File: src/rtl/div_ctrl_pkg.sv
// Shared constants and state encoding for the multi-cycle divider sequencer.
package div_ctrl_pkg;

  typedef enum logic [1:0] {
    DivFree   = 2'b00,
    DivByZero = 2'b01,
    DivOn     = 2'b10,
    DivEnd    = 2'b11
  } div_state_e;

  localparam logic        DivResultReady    = 1'b1;
  localparam logic        DivResultNotReady = 1'b0;
  localparam logic        DivStart          = 1'b1;
  localparam logic        DivStop           = 1'b0;
  localparam logic [31:0] ZeroWord          = 32'h0000_0000;

endpackage

File: src/rtl/div_ctrl_if.sv
// EX-stage <-> divider request/result bundle.
interface div_ctrl_if #(
  parameter int unsigned WIDTH = 32
);
  logic               start_i;
  logic               signed_i;
  logic [WIDTH-1:0]   opdata1_i;
  logic [WIDTH-1:0]   opdata2_i;
  logic               annul_i;
  logic               busy_o;
  logic               ready_o;
  logic [2*WIDTH-1:0] result_o;

  modport master (
    output start_i, signed_i, opdata1_i, opdata2_i, annul_i,
    input  busy_o, ready_o, result_o
  );

  modport slave (
    input  start_i, signed_i, opdata1_i, opdata2_i, annul_i,
    output busy_o, ready_o, result_o
  );
endinterface

File: src/rtl/div_step.sv
// One restoring-division iteration: shift in the next dividend bit and trial-subtract.
module div_step #(
  parameter int unsigned WIDTH = 32
) (
  input  logic [WIDTH-1:0] rem_i,
  input  logic             dvd_msb_i,
  input  logic [WIDTH-1:0] divisor_i,
  output logic [WIDTH-1:0] next_rem_o,
  output logic             q_bit_o
);

  logic [WIDTH:0]   shifted;
  logic [WIDTH-1:0] diff;

  // Shifted value is WIDTH+1 bits wide; when the subtraction succeeds the
  // difference is below the divisor, so the low WIDTH bits are exact.
  assign shifted    = {rem_i, dvd_msb_i};
  assign q_bit_o    = (shifted >= {1'b0, divisor_i});
  assign diff       = shifted[WIDTH-1:0] - divisor_i;
  assign next_rem_o = q_bit_o ? diff : shifted[WIDTH-1:0];

endmodule

File: src/rtl/div_ctrl.sv
// Radix-2 restoring DIV/DIVU sequencer; one quotient bit per cycle plus a sign-fix cycle.
module div_ctrl
  import div_ctrl_pkg::*;
#(
  parameter int unsigned WIDTH = 32,
  parameter int unsigned CNT_W = 6
) (
  input logic       clk,
  input logic       rst,
  div_ctrl_if.slave bus
);

  div_state_e         state_q, state_d;
  logic [CNT_W-1:0]   cnt_q, cnt_d;
  logic [WIDTH-1:0]   rem_q, rem_d;
  logic [WIDTH-1:0]   dvd_q, dvd_d;
  logic [WIDTH-1:0]   divisor_q, divisor_d;
  logic               signed_q, signed_d;
  logic               sign1_q, sign1_d;
  logic               sign2_q, sign2_d;
  logic               ready_q, ready_d;
  logic [2*WIDTH-1:0] result_q, result_d;

  logic [WIDTH-1:0]   step_rem;
  logic               step_q;
  logic               accept;

  function automatic logic [WIDTH-1:0] cond_neg(input logic [WIDTH-1:0] x, input logic en);
    return en ? (~x + WIDTH'(1)) : x;
  endfunction

  div_step #(
    .WIDTH (WIDTH)
  ) u_div_step (
    .rem_i      (rem_q),
    .dvd_msb_i  (dvd_q[WIDTH-1]),
    .divisor_i  (divisor_q),
    .next_rem_o (step_rem),
    .q_bit_o    (step_q)
  );

  assign accept = (bus.start_i == DivStart) && !bus.annul_i;

  always_comb begin
    state_d   = state_q;
    cnt_d     = cnt_q;
    rem_d     = rem_q;
    dvd_d     = dvd_q;
    divisor_d = divisor_q;
    signed_d  = signed_q;
    sign1_d   = sign1_q;
    sign2_d   = sign2_q;
    ready_d   = ready_q;
    result_d  = result_q;

    unique case (state_q)
      DivFree: begin
        if (accept) begin
          if (bus.opdata2_i == '0) begin
            state_d = DivByZero;
          end else begin
            state_d   = DivOn;
            cnt_d     = '0;
            signed_d  = bus.signed_i;
            sign1_d   = bus.opdata1_i[WIDTH-1];
            sign2_d   = bus.opdata2_i[WIDTH-1];
            dvd_d     = cond_neg(bus.opdata1_i, bus.signed_i && bus.opdata1_i[WIDTH-1]);
            divisor_d = cond_neg(bus.opdata2_i, bus.signed_i && bus.opdata2_i[WIDTH-1]);
            rem_d     = '0;
          end
        end
      end
      DivByZero: begin
        result_d = '0;
        ready_d  = DivResultReady;
        state_d  = DivEnd;
      end
      DivOn: begin
        if (bus.annul_i) begin
          state_d = DivFree;
        end else if (cnt_q != CNT_W'(WIDTH)) begin
          // Quotient bits shift into the vacated low end of the dividend register.
          rem_d = step_rem;
          dvd_d = {dvd_q[WIDTH-2:0], step_q};
          cnt_d = cnt_q + CNT_W'(1);
        end else begin
          result_d = {cond_neg(rem_q, signed_q && sign1_q),
                      cond_neg(dvd_q, signed_q && (sign1_q ^ sign2_q))};
          ready_d  = DivResultReady;
          state_d  = DivEnd;
        end
      end
      DivEnd: begin
        if ((bus.start_i == DivStop) || bus.annul_i) begin
          state_d  = DivFree;
          ready_d  = DivResultNotReady;
          result_d = '0;
        end
      end
      default: state_d = DivFree;
    endcase
  end

  always_ff @(posedge clk) begin
    if (!rst) begin
      state_q   <= DivFree;
      cnt_q     <= '0;
      rem_q     <= '0;
      dvd_q     <= '0;
      divisor_q <= '0;
      signed_q  <= 1'b0;
      sign1_q   <= 1'b0;
      sign2_q   <= 1'b0;
      ready_q   <= DivResultNotReady;
      result_q  <= '0;
    end else begin
      state_q   <= state_d;
      cnt_q     <= cnt_d;
      rem_q     <= rem_d;
      dvd_q     <= dvd_d;
      divisor_q <= divisor_d;
      signed_q  <= signed_d;
      sign1_q   <= sign1_d;
      sign2_q   <= sign2_d;
      ready_q   <= ready_d;
      result_q  <= result_d;
    end
  end

  assign bus.busy_o   = (state_q == DivOn) || (state_q == DivByZero) ||
                        ((state_q == DivFree) && accept);
  assign bus.ready_o  = ready_q;
  assign bus.result_o = result_q;

endmodule

File: src/flat_wrapper.sv
// flat-port wrapper written by rule: the top's interface ports become plain ports
module div_ctrl_flat import div_ctrl_pkg::*;
#(
  parameter int unsigned WIDTH = 32,
  parameter int unsigned CNT_W = 6
)
  (clk, rst, bus_start_i, bus_signed_i, bus_opdata1_i, bus_opdata2_i, bus_annul_i, bus_busy_o, bus_ready_o, bus_result_o);
  div_ctrl_if #(.WIDTH(WIDTH)) bus_i ();
  input logic clk;
  input logic rst;
  input wire logic [$bits(bus_i.start_i)-1:0] bus_start_i;
  input wire logic [$bits(bus_i.signed_i)-1:0] bus_signed_i;
  input wire logic [$bits(bus_i.opdata1_i)-1:0] bus_opdata1_i;
  input wire logic [$bits(bus_i.opdata2_i)-1:0] bus_opdata2_i;
  input wire logic [$bits(bus_i.annul_i)-1:0] bus_annul_i;
  output wire logic [$bits(bus_i.busy_o)-1:0] bus_busy_o;
  output wire logic [$bits(bus_i.ready_o)-1:0] bus_ready_o;
  output wire logic [$bits(bus_i.result_o)-1:0] bus_result_o;
  assign bus_i.start_i = bus_start_i;
  assign bus_i.signed_i = bus_signed_i;
  assign bus_i.opdata1_i = bus_opdata1_i;
  assign bus_i.opdata2_i = bus_opdata2_i;
  assign bus_i.annul_i = bus_annul_i;
  assign bus_busy_o = bus_i.busy_o;
  assign bus_ready_o = bus_i.ready_o;
  assign bus_result_o = bus_i.result_o;
  div_ctrl #(.WIDTH(WIDTH), .CNT_W(CNT_W)) u_core (.clk(clk), .rst(rst), .bus(bus_i));
endmodule
File: config.mk
export PLATFORM = sky130hd
export DESIGN_NAME = div_ctrl_flat
export DESIGN_NICKNAME = d
export VERILOG_FILES = /design/src/rtl/div_ctrl_pkg.sv /design/src/rtl/div_ctrl_if.sv /design/src/rtl/div_step.sv /design/src/rtl/div_ctrl.sv /design/src/flat_wrapper.sv
export SDC_FILE = /design/constraint.sdc
export NUM_CORES = 1
export LEC_CHECK = 0
export ABC_AREA = 1
export CAP_MARGIN = 20
export CORE_ASPECT_RATIO = 1.5
export CORE_UTILIZATION = 30
export DETAILED_ROUTE_END_ITERATION = 12
export PLACE_DENSITY_LB_ADDON = 0.08
export SYNTH_ARGS = -nofsm -noshare
export SYNTH_HDL_FRONTEND = slang
export SYNTH_SLANG_ARGS = --single-unit
File: constraint.sdc
create_clock -name clk -period 2.3 [get_ports clk]
set_clock_uncertainty 0.15 [all_clocks]
set_input_delay 0.23 -clock clk [delete_from_list [all_inputs] [get_ports clk]]
set_output_delay 0.23 -clock clk [all_outputs]
set_load 0.01 [all_outputs]
-- Word-level counts from Yosys, hierarchy flattened
Index checks and enable logic that the tools add are counted.
Widths: inputs -> output; s select.
- shifts and indexed selects: 0
- equality and inequality tests: 11
- mux-type cells: 34
- order comparisons: 1
- multipliers: 0
- reduce and logical (&&, ||, !) cells: 18
- bitwise operators: 7
- $add $sub $neg: 6
- divide/modulo/power cells: 0
- operators by type and width (kind ; number):
    $mux 32 ; 13
    $mux 64 ; 3
    $pmux 64 s3 ; 1
    $add 32x1->32 const B ; 4
    $not 32->32 ; 4
    $pmux 32 s2 ; 2
    $ge 33x32->1 ; 1
    $logic_not 32->1 ; 1
    $sub 32x32->32 ; 1
    $mux 6 ; 4
    $pmux 6 s2 ; 1
    $mux 2 ; 5
    $pmux 2 s4 ; 1
    $add 6x1->6 const B ; 1
    $logic_and 1x1->1 ; 6
    $ne 2x1->1 const B ; 3
    $ne 2x2->1 const B ; 3
    $ne 6x6->1 const B ; 1
    $reduce_and 3->1 ; 2
    $reduce_and 5->1 ; 1
    $eq 2x2->1 const B ; 2
    $reduce_and 4->1 ; 1
    $logic_or 1x1->1 ; 3
    $mux 1 ; 3
    9 further kinds ; 10
- memory bits (writable): 0
- register bits: 172
- logic and storage cells: 87
- latch bits: 0
- ROM bits: 0
- memories: 0

-- Depth between registers and ports, before layout
- word-level depth: 6
- gate-level depth with buffers: 16
- mapped depth without buffers: 16

-- Cells and area by module
A second synthesis with hierarchy kept.
- cell total of the unflattened synthesis: 2395
- area, all modules: 13674.4 um^2
- modules (own cells, without submodules) (module ; cells each ; sequential area each (um^2) ; area an instance (um^2) ; times used):
    div_ctrl ; 1748 ; 3443.3 ; 10513.8 ; 1
    div_step ; 647 ; 0.0 ; 3160.5 ; 1

-- Worst setup path before layout
OpenSTA, ideal clock, no wires.
- path kind: register to register
- start point: register u_core.dvd_q[31]
- end point: register u_core.rem_q[28]
- path slack: 0.190 ns
- stages on the path, launching flop included: 17
- data arrival time: 1.828 ns
- cells stage by stage: dfxtp_1 > inv_1 > ha_1 > inv_1 > fa_1 > nand3_1 > nand3_1 > nand2_1 > nand2_1 > nand2_1 > nand2_1 > nand2_1 > nand2_1 > nand2_1 > nand3_1 > nand2_1 > a21oi_1
- word-level cells in the longest chain between the ends: 5
- elaborated cells on any way between the ends: 6
- RTL lines (item ; line ; text):
    from (decl) ; div_ctrl.sv:16 ; logic [WIDTH-1:0] dvd_q, dvd_d;
    from (signal assigned) ; div_ctrl.sv:120 ; dvd_q <= dvd_d;
    $sub 32x32->32 or $ge 33x32->1 (tied branches) ; div_step.sv:19, div_step.sv:18 ;
    $mux 32 (*) ; div_step.sv:20 ; assign next_rem_o = q_bit_o ? diff : shifted[WIDTH-1:0];
    $mux 32 (*) ; div_ctrl.sv:81 ; end else if (cnt_q != CNT_W'(WIDTH)) begin
    $mux 32 (*) ; div_ctrl.sv:79 ; if (bus.annul_i) begin
    $pmux 32 s2 (*) ; div_ctrl.sv:56 ; unique case (state_q)
    to (signal assigned) ; div_ctrl.sv:119 ; rem_q <= rem_d;
    to (decl) ; div_ctrl.sv:15 ; logic [WIDTH-1:0] rem_q, rem_d;
Mark *: on every way between the ends. The rest lies on a longest branch, timed or not. The select of a mux whose other input is x is not followed.
A chain may end at the register's enable or synchronous reset.

-- Worst setup path in the final report
- start point: register u_core.divisor_q[28]
- end point: register u_core.rem_q[15]
- word-level cells in the longest chain between the ends: 5
- RTL lines (item ; line ; text):
    from (decl) ; div_ctrl.sv:17 ; logic [WIDTH-1:0] divisor_q, divisor_d;
    from (signal assigned) ; div_ctrl.sv:121 ; divisor_q <= divisor_d;
    $ge 33x32->1 ; div_step.sv:18 ; assign q_bit_o = (shifted >= {1'b0, divisor_i});
    $mux 32 ; div_step.sv:20 ;
    $mux 32 ; div_ctrl.sv:81 ;
    $mux 32 ; div_ctrl.sv:79 ;
    $pmux 32 s2 ; div_ctrl.sv:56 ;
Every way passes these cells. The select of a mux whose other input is x is not followed.

==> impl_metrics.ini <==
[sta]
slew_headroom_pct = 65.1
max_freq_mhz = 440
setup_viol = 0
rsz0062_at_grt = yes
period_minus_slack_ps = 2270
setup_tns_ps = 0
setup_ws_ps = 29.4
finalCritPeriodShare_pct = 98.7
maxSlewViolCount = 0
holdWs_ps = 313
hold_viol = 0
tightest_slew_ps = 518

[global_routing]
antenna_found_initial = 0
overflow = 0
grt_usage_pct = 25.0
grt_pass1_wl_um = 83100
grt_pass1_vias = 15500
grt_max_degree = 61

[placement]
placed_area_um2 = 17400
io_buffers = 134
dp_slack_ps = -312
dp_cells = 3155
routabilityCongestion = 0.943
dp_hpwl_um = 43800

[finish]
post-route-util_pct = 46.6
final_layout_size_suffix_gt1_share_pct = 27.2
fin_nets = 2747
syn_to_final_growth_pct = 52.8
num_antenna_cells = 0
final_area_um2 = 19700
final_cells = 3210

[yosys]
postSynthAreaPerCell_um2 = 5.89
seq_area_frac_synth_pct = 26.7
synth_warnings = 0
ys_seq_elements = 172
ys_types = 44
syn_inst = 2189
synth.largest_area_cell = dfxtp_1
syn_area_um2 = 12900
synth.area.top_cells = dfxtp_1, nand2_1, inv_1
synth_edf_count = 0
syn-num-nets = 2302
synthFlopType = dfxtp_1
synth_top_cell_area_share_pct = 26.7
ys_async_sr_fraction_pct = 0

[floorplanning]
die_x_um = 171
die_h_um = 256
ioPinCount = 135
rows = 92
dieArea_um2 = 43800
core_area_um2 = 42200
start_util_pct = 30.5

[critical_path]
r2r_slack_ps = 30
worstPathArrival_ps = 2520
path_class = reg2reg
critPathRequiredTime_ps = 2550
slowest_delay_ps = 340
cp-start-kind = register
r2r_cells = 13
critPathMaxFanout = 5
r2r_start = u_core.divisor_q[28]$_SDFFE_PN0P_
slowest_stage = dfxtp_2
r2r_end = u_core.rem_q[15]$_SDFFE_PN0P_
end_kind = register
cp_cell_sequence = clkinv_4, ha_4, nand2_4, buf_6, nor2_4, nand2_4, nor2_4, nand2_8, buf_12, clkbuf_16, nand3_1, nand3_2, a21oi_2

[power_and_ir_drop]
ir_drop_v = 0.000464
total_power_mw = 10.5
power_density_nw_per_um2 = 535
leakagePower_nw = 9.14

[detailed_routing]
drc_errors = 0
vias = 15600
avgRoutedWirePerCell_um = 17.2
dr.pass1.iters = 5
drtIter0Drc = 825
ant_nets = 0
avgViaCountPerCell = 4.87
finalWirelength_um = 55200

[worst_hold_path]
holdPathEnd = u_core.bus.result_o[1]$_SDFFE_PN0P_
hold_start = u_core.bus.result_o[1]$_SDFFE_PN0P_
min_path_cells = 2
hold_class = reg2reg

[clock_tree]
clockBufferDepth = 2
cts_max_level = 4
cts_buffers = 17
clock_sinks = 172
cts_tree = done
insertion_delay_ps = 460
cts-root-buf = clkbuf_16
clk_pin_slew_ps = 70

[run]
max_cap_viol_count = 0

[run_status]
status = completed
-- cell usage in the layout (no fill, tap or decap), types with 7 or more instances in the layout --
cell type,count
nand3_1,172
nor2_2,27
o21ai_1,10
nor2_4,14
nand2_2,56
nand2_4,30
nor3_1,25
dfxtp_1,134
or2_2,9
nand4_1,31
inv_1,263
nand3_2,36
inv_4,8
inv_2,30
a21oi_1,184
ha_1,10
o21ai_0,109
a21o_1,7
xor2_1,38
nor2_1,163
a31oi_1,16
buf_6,10
clkbuf_16,24
a211oi_1,7
dfxtp_2,36
buf_4,332
nand2_1,567
a21oi_2,19
nand3b_1,10
ha_4,32
xnor2_1,14
buf_12,19
clkdlybuf4s50_1,133
-- sequential cells by signal, summed over array words and instances, names as in the netlist --
name	count
u_core.cnt_q	6
u_core.divisor_q	32
u_core.signed_q	1
u_core.bus.result_o	64
u_core.bus.ready_o	1
u_core.sign2_q	1
u_core.state_q	2
u_core.sign1_q	1
u_core.rem_q	32
u_core.dvd_q	32
-- synthesized netlist by cell type (7+ instances only) --
library cell and instances:
buf_2 23, dfxtp_1 172, nor3_1 26, xor2_1 38, inv_1 295, or2_2 9
nand4_1 31, xnor2_1 19, nor2_1 196, o21ai_0 112, a21oi_1 204, a21o_1 7
ha_1 43, buf_4 7, nand3_1 207, clkbuf_1 44, nand3b_1 10, nand2_1 652
o21ai_1 8, a211oi_1 7, a31oi_1 16
-- critical path, delay by kind of cell, from the launching register on --
family | cells | cell delay (ps)
flops | 1 | 340
compound gates | 1 | 120
simple gates | 7 | 710
buf+inv | 4 | 520
fa+ha+maj | 1 | 340
-- metal layers --
metal	global-route usage [%]	part of all wire, %	up-vias
met5	0	0	-
met4	15.8	6.9	0
met3	2.26	2.3	145
met2	48.7	55	357
met1	24.5	36	7186
li1	-	-	7941
-- cell families (layout without fill, tap and decap cells) --
| group | after synthesis | after routing | synth area share (%) |
|---|---|---|---|
| compound gates | 380 | 380 | 15.7 |
| simple gates | 1156 | 1156 | 37.7 |
| flops | 172 | 172 | 26.7 |
| fa+ha+maj | 44 | 44 | 4.33 |
| xor+xnor | 57 | 57 | 3.87 |
| buf+inv | 380 | 837 | 11.6 |
-- how the worst max path moves through the flow --
| stage | cells after the start | endpoint | from | slack, ps |
|---|---|---|---|---|
| after floorplan | 16 | u_core.rem_q[28]$_SDFFE_PN0P_ | u_core.dvd_q[31]$_SDFFE_PN0P_ | 190 |
| after CTS | 16 | u_core.rem_q[30]$_SDFFE_PN0P_ | u_core.dvd_q[31]$_SDFFE_PN0P_ | 0.3 |
| after detailed placement | 14 | u_core.rem_q[30]$_SDFFE_PN0P_ | bus_opdata2_i[0] | -310 |
| after global routing | 16 | u_core.rem_q[22]$_SDFFE_PN0P_ | u_core.dvd_q[31]$_SDFFE_PN0P_ | -100 |
| after global placement | 14 | u_core.rem_q[28]$_SDFFE_PN0P_ | bus_opdata2_i[0] | -300 |
| final | 13 | u_core.rem_q[15]$_SDFFE_PN0P_ | u_core.divisor_q[28]$_SDFFE_PN0P_ | 30 |
-- cell type report --
cell class                 instances  area [um2]
sequential                       172        3500
inverter                         303        1160
clock inverter                    14         155
fill                            4444       22600
tap                              564         706
timing repair buffer             503        4520
multi-input combinational       1637        9230
clock buffer                      17         425
-- repair_timing --
action | 4_1_cts | 5_1_grt
gates resized for setup | 63 | 305
setup endpoints to repair | 37 | 59
pin swaps | 7 | 84
gates cloned | 0 | 8
setup buffers | 3 | 15
hold buffers | 0 | 0
-- where the power goes --
| part | internal (mW) | switching, mW |
|---|---|---|
| Clock | 1.53 | 1.41 |
| Combinational | 1.85 | 2.43 |
| Sequential | 3.14 | 0.175 |
No activity file was read; power rests on OpenSTA's default activity.
